$ cat src/rtl/mem_access_unit.sv
// mem_access_unit: MEM-stage load/store engine with byte-lane steering, load extension and pipeline stall.
module mem_access_unit #(
    parameter int TIMEOUT = 255
) (
    input  logic        clk,
    input  logic        rst,
    input  logic        mem_we,
    input  logic        mem_re,
    input  logic [2:0]  sx_size,
    input  logic [31:0] addr,
    input  logic [31:0] wdata,
    output logic        dbus_valid,
    input  logic        dbus_ready,
    output logic        dbus_we,
    output logic [31:0] dbus_addr,
    output logic [3:0]  dbus_be,
    output logic [31:0] dbus_wdata,
    input  logic        dbus_rvalid,
    input  logic [31:0] dbus_rdata,
    output logic [31:0] load_data,
    output logic        load_valid,
    output logic        stall,
    output logic        access_fault,
    output logic        bus_err
);
    typedef enum logic [1:0] {IDLE, ADDR, RESP, DONE} state_t;
    localparam int CW = TIMEOUT < 2 ? 1 : $clog2(TIMEOUT + 1);

    state_t        state_q, state_d;
    logic [CW-1:0] cnt_q, cnt_d, cnt_inc;
    logic          valid_q, valid_d, we_q, we_d;
    logic [31:0]   addr_q, addr_d, wdata_q, wdata_d, ld_q, ld_d;
    logic [3:0]    be_q, be_d;
    logic [2:0]    size_q, size_d;
    logic [1:0]    off_q, off_d;
    logic          lv_q, lv_d, af_q, af_d, err_q, err_d;
    logic          req, fault, timed_out;
    logic [3:0]    be_req;
    logic [31:0]   wd_req, shifted, ext;

    assign req     = mem_we | mem_re;
    // Reserved encodings, misalignment, and unsigned sizes on a store all fault.
    assign fault   = (sx_size[1:0] == 2'b11) | (sx_size[2] & sx_size[1])
                   | (sx_size[1:0] == 2'b01 & addr[0])
                   | (sx_size[1:0] == 2'b10 & |addr[1:0])
                   | (sx_size[2] & mem_we);
    assign be_req  = sx_size[1] ? 4'b1111 : (sx_size[0] ? 4'b0011 : 4'b0001) << addr[1:0];
    assign wd_req  = !mem_we ? 32'h0 : sx_size[1] ? wdata
                   : sx_size[0] ? {2{wdata[15:0]}} : {4{wdata[7:0]}};
    assign shifted = dbus_rdata >> {off_q, 3'b000};
    assign ext     = size_q[1] ? shifted
                   : size_q[0] ? {{16{~size_q[2] & shifted[15]}}, shifted[15:0]}
                   : {{24{~size_q[2] & shifted[7]}}, shifted[7:0]};
    assign cnt_inc   = cnt_q + 1'b1;
    assign timed_out = (TIMEOUT != 0) && (cnt_inc == CW'(TIMEOUT));

    always_comb begin
        state_d = state_q;
        cnt_d   = cnt_q;
        valid_d = valid_q;
        we_d    = we_q;
        addr_d  = addr_q;
        be_d    = be_q;
        wdata_d = wdata_q;
        size_d  = size_q;
        off_d   = off_q;
        ld_d    = ld_q;
        lv_d    = 1'b0;
        af_d    = 1'b0;
        err_d   = 1'b0;
        stall   = 1'b0;
        case (state_q)
            IDLE: begin
                if (req && fault) begin
                    af_d = 1'b1;
                end else if (req) begin
                    state_d = ADDR;
                    cnt_d   = '0;
                    valid_d = 1'b1;
                    we_d    = mem_we;
                    addr_d  = {addr[31:2], 2'b00};
                    be_d    = be_req;
                    wdata_d = wd_req;
                    size_d  = sx_size;
                    off_d   = addr[1:0];
                    stall   = 1'b1;
                end
            end
            ADDR: begin
                stall = 1'b1;
                cnt_d = cnt_inc;
                if (dbus_ready) begin
                    valid_d = 1'b0;
                    state_d = we_q ? DONE : RESP;
                end else if (timed_out) begin
                    valid_d = 1'b0;
                    err_d   = 1'b1;
                    ld_d    = 32'h0;
                    state_d = DONE;
                end
            end
            RESP: begin
                stall = 1'b1;
                cnt_d = cnt_inc;
                if (dbus_rvalid) begin
                    ld_d    = ext;
                    lv_d    = 1'b1;
                    state_d = DONE;
                end else if (timed_out) begin
                    err_d   = 1'b1;
                    ld_d    = 32'h0;
                    state_d = DONE;
                end
            end
            default: state_d = IDLE;
        endcase
    end

    always_ff @(posedge clk) begin
        if (!rst) begin
            state_q <= IDLE;
            cnt_q   <= '0;
            valid_q <= 1'b0;
            we_q    <= 1'b0;
            addr_q  <= 32'h0;
            be_q    <= 4'h0;
            wdata_q <= 32'h0;
            size_q  <= 3'h0;
            off_q   <= 2'h0;
            ld_q    <= 32'h0;
            lv_q    <= 1'b0;
            af_q    <= 1'b0;
            err_q   <= 1'b0;
        end else begin
            state_q <= state_d;
            cnt_q   <= cnt_d;
            valid_q <= valid_d;
            we_q    <= we_d;
            addr_q  <= addr_d;
            be_q    <= be_d;
            wdata_q <= wdata_d;
            size_q  <= size_d;
            off_q   <= off_d;
            ld_q    <= ld_d;
            lv_q    <= lv_d;
            af_q    <= af_d;
            err_q   <= err_d;
        end
    end

    assign dbus_valid   = valid_q;
    assign dbus_we      = we_q;
    assign dbus_addr    = addr_q;
    assign dbus_be      = be_q;
    assign dbus_wdata   = wdata_q;
    assign load_data    = ld_q;
    assign load_valid   = lv_q;
    assign access_fault = af_q;
    assign bus_err      = err_q;
endmodule

$ cat config.mk
export PLATFORM = sky130hd
export DESIGN_NAME = mem_access_unit
export DESIGN_NICKNAME = d
export VERILOG_FILES = /design/src/rtl/mem_access_unit.sv
export SDC_FILE = /design/constraint.sdc
export NUM_CORES = 1
export LEC_CHECK = 0
export ABC_AREA = 1
export BUFFER_PORTS_ARGS = -buffer_cell sky130_fd_sc_hd__clkbuf_2
export CORE_AREA = 2 2 115 117
export DETAILED_ROUTE_END_ITERATION = 8
export DIE_AREA = 0 0 117 119
export GPL_TIMING_DRIVEN = 0
export PLACE_DENSITY = 0.76
export SYNTH_ARGS = -nofsm -noshare
export SYNTH_HDL_FRONTEND = slang
export SYNTH_SLANG_ARGS = --single-unit
export TNS_END_PERCENT = 30
$ cat constraint.sdc
create_clock -name clk -period 1.93 [get_ports clk]
set_clock_uncertainty 0.15 [all_clocks]
set_input_delay 0 -clock clk [delete_from_list [all_inputs] [get_ports clk]]
set_output_delay 0 -clock clk [all_outputs]
set_load 0.1 [all_outputs]
==> results of run 1 <==
## state kept, by name, summed over array words and instances (netlist names)
| register | count |
|---|---|
| load_data | 32 |
| size_q | 3 |
| state_q | 2 |
| dbus_be | 4 |
| dbus_valid | 1 |
| load_valid | 1 |
| access_fault | 1 |
| bus_err | 1 |
| cnt_q | 8 |
| off_q | 2 |
| dbus_wdata | 32 |
| dbus_addr | 30 |
| dbus_we | 1 |
## critical path: stages (launching register included)
cell and delay [ns]:
sky130_fd_sc_hd__dfxtp_4 0.38, sky130_fd_sc_hd__ha_4 0.17, sky130_fd_sc_hd__nand3_2 0.09, sky130_fd_sc_hd__o21bai_1 0.23
sky130_fd_sc_hd__nand2_1 0.13, sky130_fd_sc_hd__nor2_2 0.17, sky130_fd_sc_hd__nand2_4 0.09, sky130_fd_sc_hd__nand2_4 0.09
sky130_fd_sc_hd__nand2_8 0.08, sky130_fd_sc_hd__clkbuf_16 0.18, sky130_fd_sc_hd__nand2_2 0.06, sky130_fd_sc_hd__a21oi_1 0.05
## worst paths after layout
kind | to | slack [ns] | cells after the start
worst min register to register | dbus_valid$_SDFFE_PN0P_ | 0.31 | 2
worst max register to register | load_data[6]$_SDFFE_PN0P_ | -0.1 | 11
worst min-delay path | dbus_wdata[24]$_SDFFE_PN0P_ | 0.03 | 6
worst max-delay path | load_data[6]$_SDFFE_PN0P_ | -0.1 | 11
## repair_timing
| action | CTS | global route |
|---|---|---|
| endpoints found under the hold margin | 105 | 0 |
| pin swaps | 4 | 13 |
| endpoints found under the setup margin | 39 | 72 |
| gates resized for setup | 26 | 53 |
| buffers inserted | 8 | 4 |
| gates cloned | 0 | 1 |
| hold buffers | 118 | 0 |
## stage by stage
step	instances	setup slack (ns)
finish	1374	-0.0981
global route	1374	-0.181
CTS	1370	0.00461
detailed placement	1212	-0.424
global placement	1212	-0.441
floorplan	831	0.0106
## per-layer routing
layer  wire length [µm]  track usage
met2              10400        0.492
met3               1820       0.0804
met4                828        0.154
met5                  0            0
met1               8360        0.327
## area by class of cell
| class | count | area (µm²) | area share |
|---|---|---|---|
| Clock buffer | 18 | 439 | 0.0483 |
| Sequential cell | 118 | 2380 | 0.262 |
| Buffer | 54 | 325 | 0.0358 |
| Inverter | 47 | 184 | 0.0202 |
| Clock inverter | 14 | 246 | 0.0271 |
| Tap cell | 176 | 220 | 0.0242 |
| Multi-Input combinational cell | 611 | 2950 | 0.325 |
| Timing Repair Buffer | 336 | 2340 | 0.258 |
## cell families after synthesis
| kind of cell | after synthesis | share of synthesized area |
|---|---|---|
| simple gates | 411 | 0.302 |
| compound gates | 192 | 0.181 |
| flops | 118 | 0.421 |
| buf+inv | 102 | 0.0820 |
| fa+ha+maj | 6 | 0.0134 |
| other cells | 1 | 0.000668 |
## report_power, final
part	internal [mW]	total, mW	switching, mW	leakage (nW)
sequential	2.62	2.72	0.107	0.961
clock	2.47	3.68	1.21	0.335
combinational	0.964	3.34	2.37	2.79
## Yosys cell counts (2+ instances only)
master	count	share of area
sky130_fd_sc_hd__nand2_1	315	0.21
sky130_fd_sc_hd__a21oi_1	123	0.11
sky130_fd_sc_hd__dfxtp_1	118	0.42
sky130_fd_sc_hd__o21ai_0	48	0.043
sky130_fd_sc_hd__inv_1	42	0.028
sky130_fd_sc_hd__nand3_1	39	0.035
sky130_fd_sc_hd__clkbuf_1	27	0.018
sky130_fd_sc_hd__nor2_1	26	0.017
sky130_fd_sc_hd__nand2_2	15	0.017
sky130_fd_sc_hd__buf_2	14	0.012
sky130_fd_sc_hd__a21oi_2	11	0.017
sky130_fd_sc_hd__buf_4	8	0.011
sky130_fd_sc_hd__nand4_1	7	0.0078
sky130_fd_sc_hd__ha_1	6	0.013
sky130_fd_sc_hd__inv_2	5	0.0033
sky130_fd_sc_hd__buf_6	4	0.0080
sky130_fd_sc_hd__o21ai_1	4	0.0036
sky130_fd_sc_hd__buf_1	2	0.0013
sky130_fd_sc_hd__nand2_4	2	0.0040
sky130_fd_sc_hd__nor2_2	2	0.0022
sky130_fd_sc_hd__o21bai_1	2	0.0027
==> summary by stage, run 1 <==
Yosys
In the synthesized netlist the async set-or-reset flop fraction comes to 0. The number of synthesis warnings is 0. The number of distinct library cells after synthesis is 31. For this run, the register share of the synthesized area comes to 0.421. The synthesized instance count is 830.

The post-synthesis instance area is 5610 µm². Counting flops with a built-in enable in the synthesized netlist gives 0. The primary flip-flop cell chosen by synthesis mapping is sky130_fd_sc_hd__dfxtp_1.

The mean post-synth cell area is 6.76 µm². Synthesis inferred 118 register bits.

Timing
The worst path in the final design needs a cycle of 2.03 ns, including I/O delays and setup. The setup TNS is -2.28 ns. The final hold violation count came to 0.

The headroom to the max-slew limit is 0.497. The transition time at the pin with the least slew margin is 0.755 ns. The worst slack on hold paths is 0.0255 ns. The highest clock frequency the design can meet is 0.493 GHz. The worst setup margin is -0.0981 ns. Setup repair after global routing could not meet its margin everywhere.

The max-slew violation count was 0. The post-route clock period utilization is 1.05. Setup violations remaining at the end of the flow were counted as 32.

Placed design
The placed wire-length estimate is 13600 µm. The number of I/O port buffers is 205. The total placed instance area is 6880 µm². The routability congestion estimate from global placement is 0.934.

Die
The initial standard-cell utilization of the core is 0.436. The floorplan core area is 12900 µm². The area of the die is 13900 µm². In this run the vertical extent of the chip is 119 µm. 211 I/O pins were placed. The floorplan die width is 117 µm. The total number of placement rows is 42.

Clock tree
Clock latency on the worst-skew pair, taken at its later pin, is 0.42 ns. The number of buffers on the longest clock path is 2. The number of buffers created by CTS is 17.

Clock tree synthesis selected as its root buffer the cell sky130_fd_sc_hd__clkbuf_16. The clock net in this run drives a total of 118 sinks. The clock transition at the registers of the reported paths is 0.06 ns. TritonCTS built the clock tree. The clock tree synthesis step divided the H-tree into 4 levels.

Worst hold path
The startpoint identified for the worst hold timing path is sx_size[0]. The class of the tightest hold or removal check is input pin to flop.

Drt
The final routed wire length divided by cell count is 15.6 µm. The number of remaining DRC errors is 0. The total number of vias is 7077. The first detailed-routing pass took 6 iterations. The number of design-rule violations left by the first detailed-router iteration is 722.

The routed wire length is 21400 µm. The number of nets with antenna violations after routing is 0. In the routed layout, each cell is associated on average with a via count of 5.15.

Critical path
The endpoint class of the critical path is a flop. The largest fanout on the critical path is 5. The worst setup path startpoint is cnt_q[1]$_SDFFE_PN0P_. The worst setup path is launched from a flop.

The arrival time of the worst setup path is 2.15 ns. STA puts the critical path data required time at 2.05 ns. The classification of the worst setup path is flop to flop. The reg-to-reg critical path startpoint is cnt_q[1]$_SDFFE_PN0P_.

Global route
The largest net degree at the start of global routing is 17. The number of antenna violations at the first check in global routing came to 0. Summed over all layers, the global routing overflow is 0. The via count of the first global-routing pass is 6723. The global-route usage over all layers is 0.290.

The first global-routing pass estimated 31700 µm of wire.

Final layout
The final cell utilization of the core is 0.706. The layout has 993 filler cells. The final layout contains 1296 nets. The final antenna diode count is 0. In the layout the commonest cells are sky130_fd_sc_hd__nand2_1, sky130_fd_sc_hd__clkbuf_2, sky130_fd_sc_hd__dlygate4sd3_1.

The area growth from synthesis to layout is 61.9%. In the final layout, the share of cells above drive strength 1 is 0.293. The library cell used most frequently in the layout, excluding fill and tap cells, is sky130_fd_sc_hd__nand2_1. After routing the design area is 9090 µm².

Power and ir drop
The leakage dissipation is 4.08 nW. The completed layout was analyzed and its total power is 9.73 mW. The power density relative to cell area is 1070 nW/µm². The peak supply drop is 0.000582 V.

Run
The tool flagged a number of max-cap violations equal to 0.

Run status
The checks that failed: negative setup slack. The flow ran to the end, but the final reports show violations.
Power figures use the tool's default switching activity.
==> run 2: changes to the inputs <==
==> constraint.sdc (replaced) <==
create_clock -name clk -period 1.93 [get_ports clk]
set_clock_uncertainty 0.15 [all_clocks]
set_input_delay 0 -clock clk [delete_from_list [all_inputs] [get_ports clk]]
set_output_delay 0 -clock clk [all_outputs]
set_load 0.005 [all_outputs]
==> run 2 against run 1 <==
The flow still finishes with violations (negative setup slack). Global-route usage shrank 0.56 points. Maximum frequency grew 4.2%. Wire length fell by 5.4%. Power is 19% lower. Worst hold slack gained 0.0046 ns. Die area is the same. Sequential share of layout area rose by 1.0 points. Clock power is 16% lower. Via count shrank 2.6%. First-iteration DRC count decreased by 5.8%. Non-clock buffer count decreased by 11.
==> summary by stage, run 2 (synthesis results as in run 1) <==
Drt
The routed via count divided by cell count is 5.07. After detailed routing, the number of remaining DRC violations is 0. The number of design-rule violations left by the first detailed-router iteration is 680. Dividing the detail-routed wire length by the instance count gives 14.9 µm.

Once detail routing completed, the nets flagged for antenna violations numbered 0. Detailed routing inserted a total of 6891 vias. The total iterations of the first detailed-routing run is 5. The routed wire length is 20200 µm.

Final layout
Summing all multi-input logic gate instances after layout gives 2870 µm². The register cell area after layout is 2370 µm². The final standard cell area without fillers is 8730 µm². Counting the fill cells in the layout gives 1069. The final-stage net count is 1285.

In the layout the commonest cells are sky130_fd_sc_hd__nand2_1, sky130_fd_sc_hd__clkbuf_2, sky130_fd_sc_hd__a21oi_1. The repair_antennas step left the layout with diodes totalling 0. In the final layout, the share of cells above drive strength 1 is 0.271. The area growth from synthesis to layout is 55.6%.

The most common cell after layout, fill and taps aside is sky130_fd_sc_hd__nand2_1.

Run status
The checks that failed: negative setup slack. The flow ran to the end, but the final reports show violations.

Timing
Setup repair after global routing could not meet its margin everywhere. Hold is met by 0.0301 ns. The setup TNS is -0.0180 ns. In this run the tightest slew margin relative to its limit is 0.487. For the pin with the worst max-slew slack, the measured transition is 0.769 ns. Once routing completed, OpenROAD measured the worst setup slack at -0.0172 ns.

The max-slew violation count is 0. The minimum clock period after layout is 1.95 ns. The final hold violation count is 0. Timing would allow up to 0.514 GHz. Setup violations remaining at the end of the flow were counted as 2. The post-route clock period utilization is 1.01.

Die
Measured along the y axis, the die boundary spans 119 µm. From left edge to right edge, the die measures 117 µm. The floorplan core area is 12900 µm². After floorplanning, the core was divided into 42 placement rows. The floorplan step defined a die boundary enclosing 13900 µm². For this configuration, the core starts out at a cell density of 0.436.

In this run the count of I/O pins placed on the die edge is 211.

Clock tree
The insertion delay of the later-clocked pin in the worst-skew pair is 0.41 ns. The number of clock buffers added by TritonCTS is 17. The clock transition at the registers of the reported paths is 0.06 ns.

The clock passes through at most 2 buffers. TritonCTS built the clock tree. The clock drives 118 sinks. The buffer type at the clock tree root is sky130_fd_sc_hd__clkbuf_16. The clock tree synthesis step divided the H-tree into 4 levels.

Global route
The global-route wire length before repair is 31000 µm. Entering global routing, the biggest net connects 17 pins. The global-route usage over all layers is 0.285.

The via count of the first global-routing pass came to 6593. The total overflow left after global routing is 0. The number of antenna violations at the first check in global routing is 0.

Critical path
The largest individual stage delay along the critical path comes from the cell sky130_fd_sc_hd__dlygate4sd3_1. By startpoint and endpoint, the worst setup path is classified as input pin to flop. At the worst endpoint, the arrival time is 2.09 ns. For this run, the slowest stage of the critical path takes 0.58 ns.

The cell that appears most often on the critical path is sky130_fd_sc_hd__dlygate4sd3_1. Data on the critical path is required at its endpoint by 2.07 ns. The launching element type of the critical path is an input pin. STA classifies the critical path endpoint as a flop.

The critical path goes through dlygate4sd3_1 -> clkbuf_2 -> nor2_1 -> dlygate4sd3_1 -> nor4_1 -> dlygate4sd3_1. The buffer and inverter count on the worst path is 4. The cell type group with the largest total delay on the critical path is buffers and inverters. The largest fanout on the critical path is 3.

Power and ir drop
Overall power consumption after layout is estimated at 7.89 mW. The peak supply drop is 0.000584 V. Dividing total power by cell area gives a power density of 903 nW/µm². For this design the static power due to leakage is 3.97 nW.

Placed design
Routability-driven placement finished with a final weighted congestion of 0.902. The placed wire-length estimate is 13400 µm. The total placed instance area is 6860 µm². OpenSTA, run right after detailed placement, puts the worst setup slack at -0.322 ns. Port buffering added 205 buffers.

Worst hold path
The class of the tightest hold or removal check is input pin to flop.

Run
The max capacitance violation total is 0.
## run 2: cell types whose count changed in the layout (fill, tap and decap cells not counted), sizes merged
cell         change
clkbuf           +2
buf             -10
inv              -2
bufinv           -3
clkinvlp         +1
dlygate4sd3      -3
clkinv           +1
## run 2: stage by stage
step | utilization | instances
2_1_floorplan | - | 831
3_3_place_gp | 0.533 | 1212
3_5_place_dp | 0.533 | 1212
4_1_cts | 0.672 | 1358
5_1_grt | 0.678 | 1360
6_report | 0.678 | 1360
## run 2: worst register-to-register path, cell delays in order, from the launching register on
cell and delay (ns):
sky130_fd_sc_hd__dfxtp_2 0.35, sky130_fd_sc_hd__inv_2 0.08, sky130_fd_sc_hd__ha_1 0.18, sky130_fd_sc_hd__inv_1 0.10, sky130_fd_sc_hd__nor2_1 0.14, sky130_fd_sc_hd__inv_1 0.12, sky130_fd_sc_hd__a21oi_4 0.25, sky130_fd_sc_hd__clkbuf_4 0.25
sky130_fd_sc_hd__nand2_1 0.08, sky130_fd_sc_hd__a21oi_1 0.13
## run 2: final cells by class
class,count,area share
Sequential cell,118,0.272
Multi-Input combinational cell,611,0.328
Timing Repair Buffer,324,0.253
Clock inverter,11,0.0156
Clock buffer,18,0.0491
Buffer,55,0.0368
Inverter,47,0.0202
Tap cell,176,0.0252
## run 2: power by group
group / switching [mW] / internal [mW] / total, mW
clock: 1.10 / 1.99 / 3.09
combinational: 1.22 / 0.850 / 2.07
sequential: 0.115 / 2.62 / 2.73
total: 2.43 / 5.46 / 7.89
## run 2: repair_timing
item | in CTS | in global routing
hold buffers | 115 | 0
setup buffers | 2 | 2
pin swaps | 1 | 4
hold endpoints to repair | 108 | 0
gates resized for setup | 20 | 26
endpoints found under the setup margin | 55 | 77
## run 2: final timing paths
path	from	endpoint	slack [ns]	cells after the start
setup / recovery	mem_we	access_fault$_SDFF_PN0_	-0.02	6
hold / removal	sx_size[0]	dbus_wdata[8]$_SDFFE_PN0P_	0.03	6
setup reg to reg	state_q[1]$_SDFFE_PN0P_	load_data[12]$_SDFFE_PN0P_	0.03	9
hold reg to reg	load_data[2]$_SDFFE_PN0P_	load_data[2]$_SDFFE_PN0P_	0.31	2
## run 2: per-layer routing
layer  vias to the layer above  track usage  part of all wire
li1                       3366            -                 -
met1                      3158        0.314              0.40
met2                       303        0.495              0.50
met3                        64       0.0824             0.071
met4                         0        0.135             0.034
met5                         -            0                 0
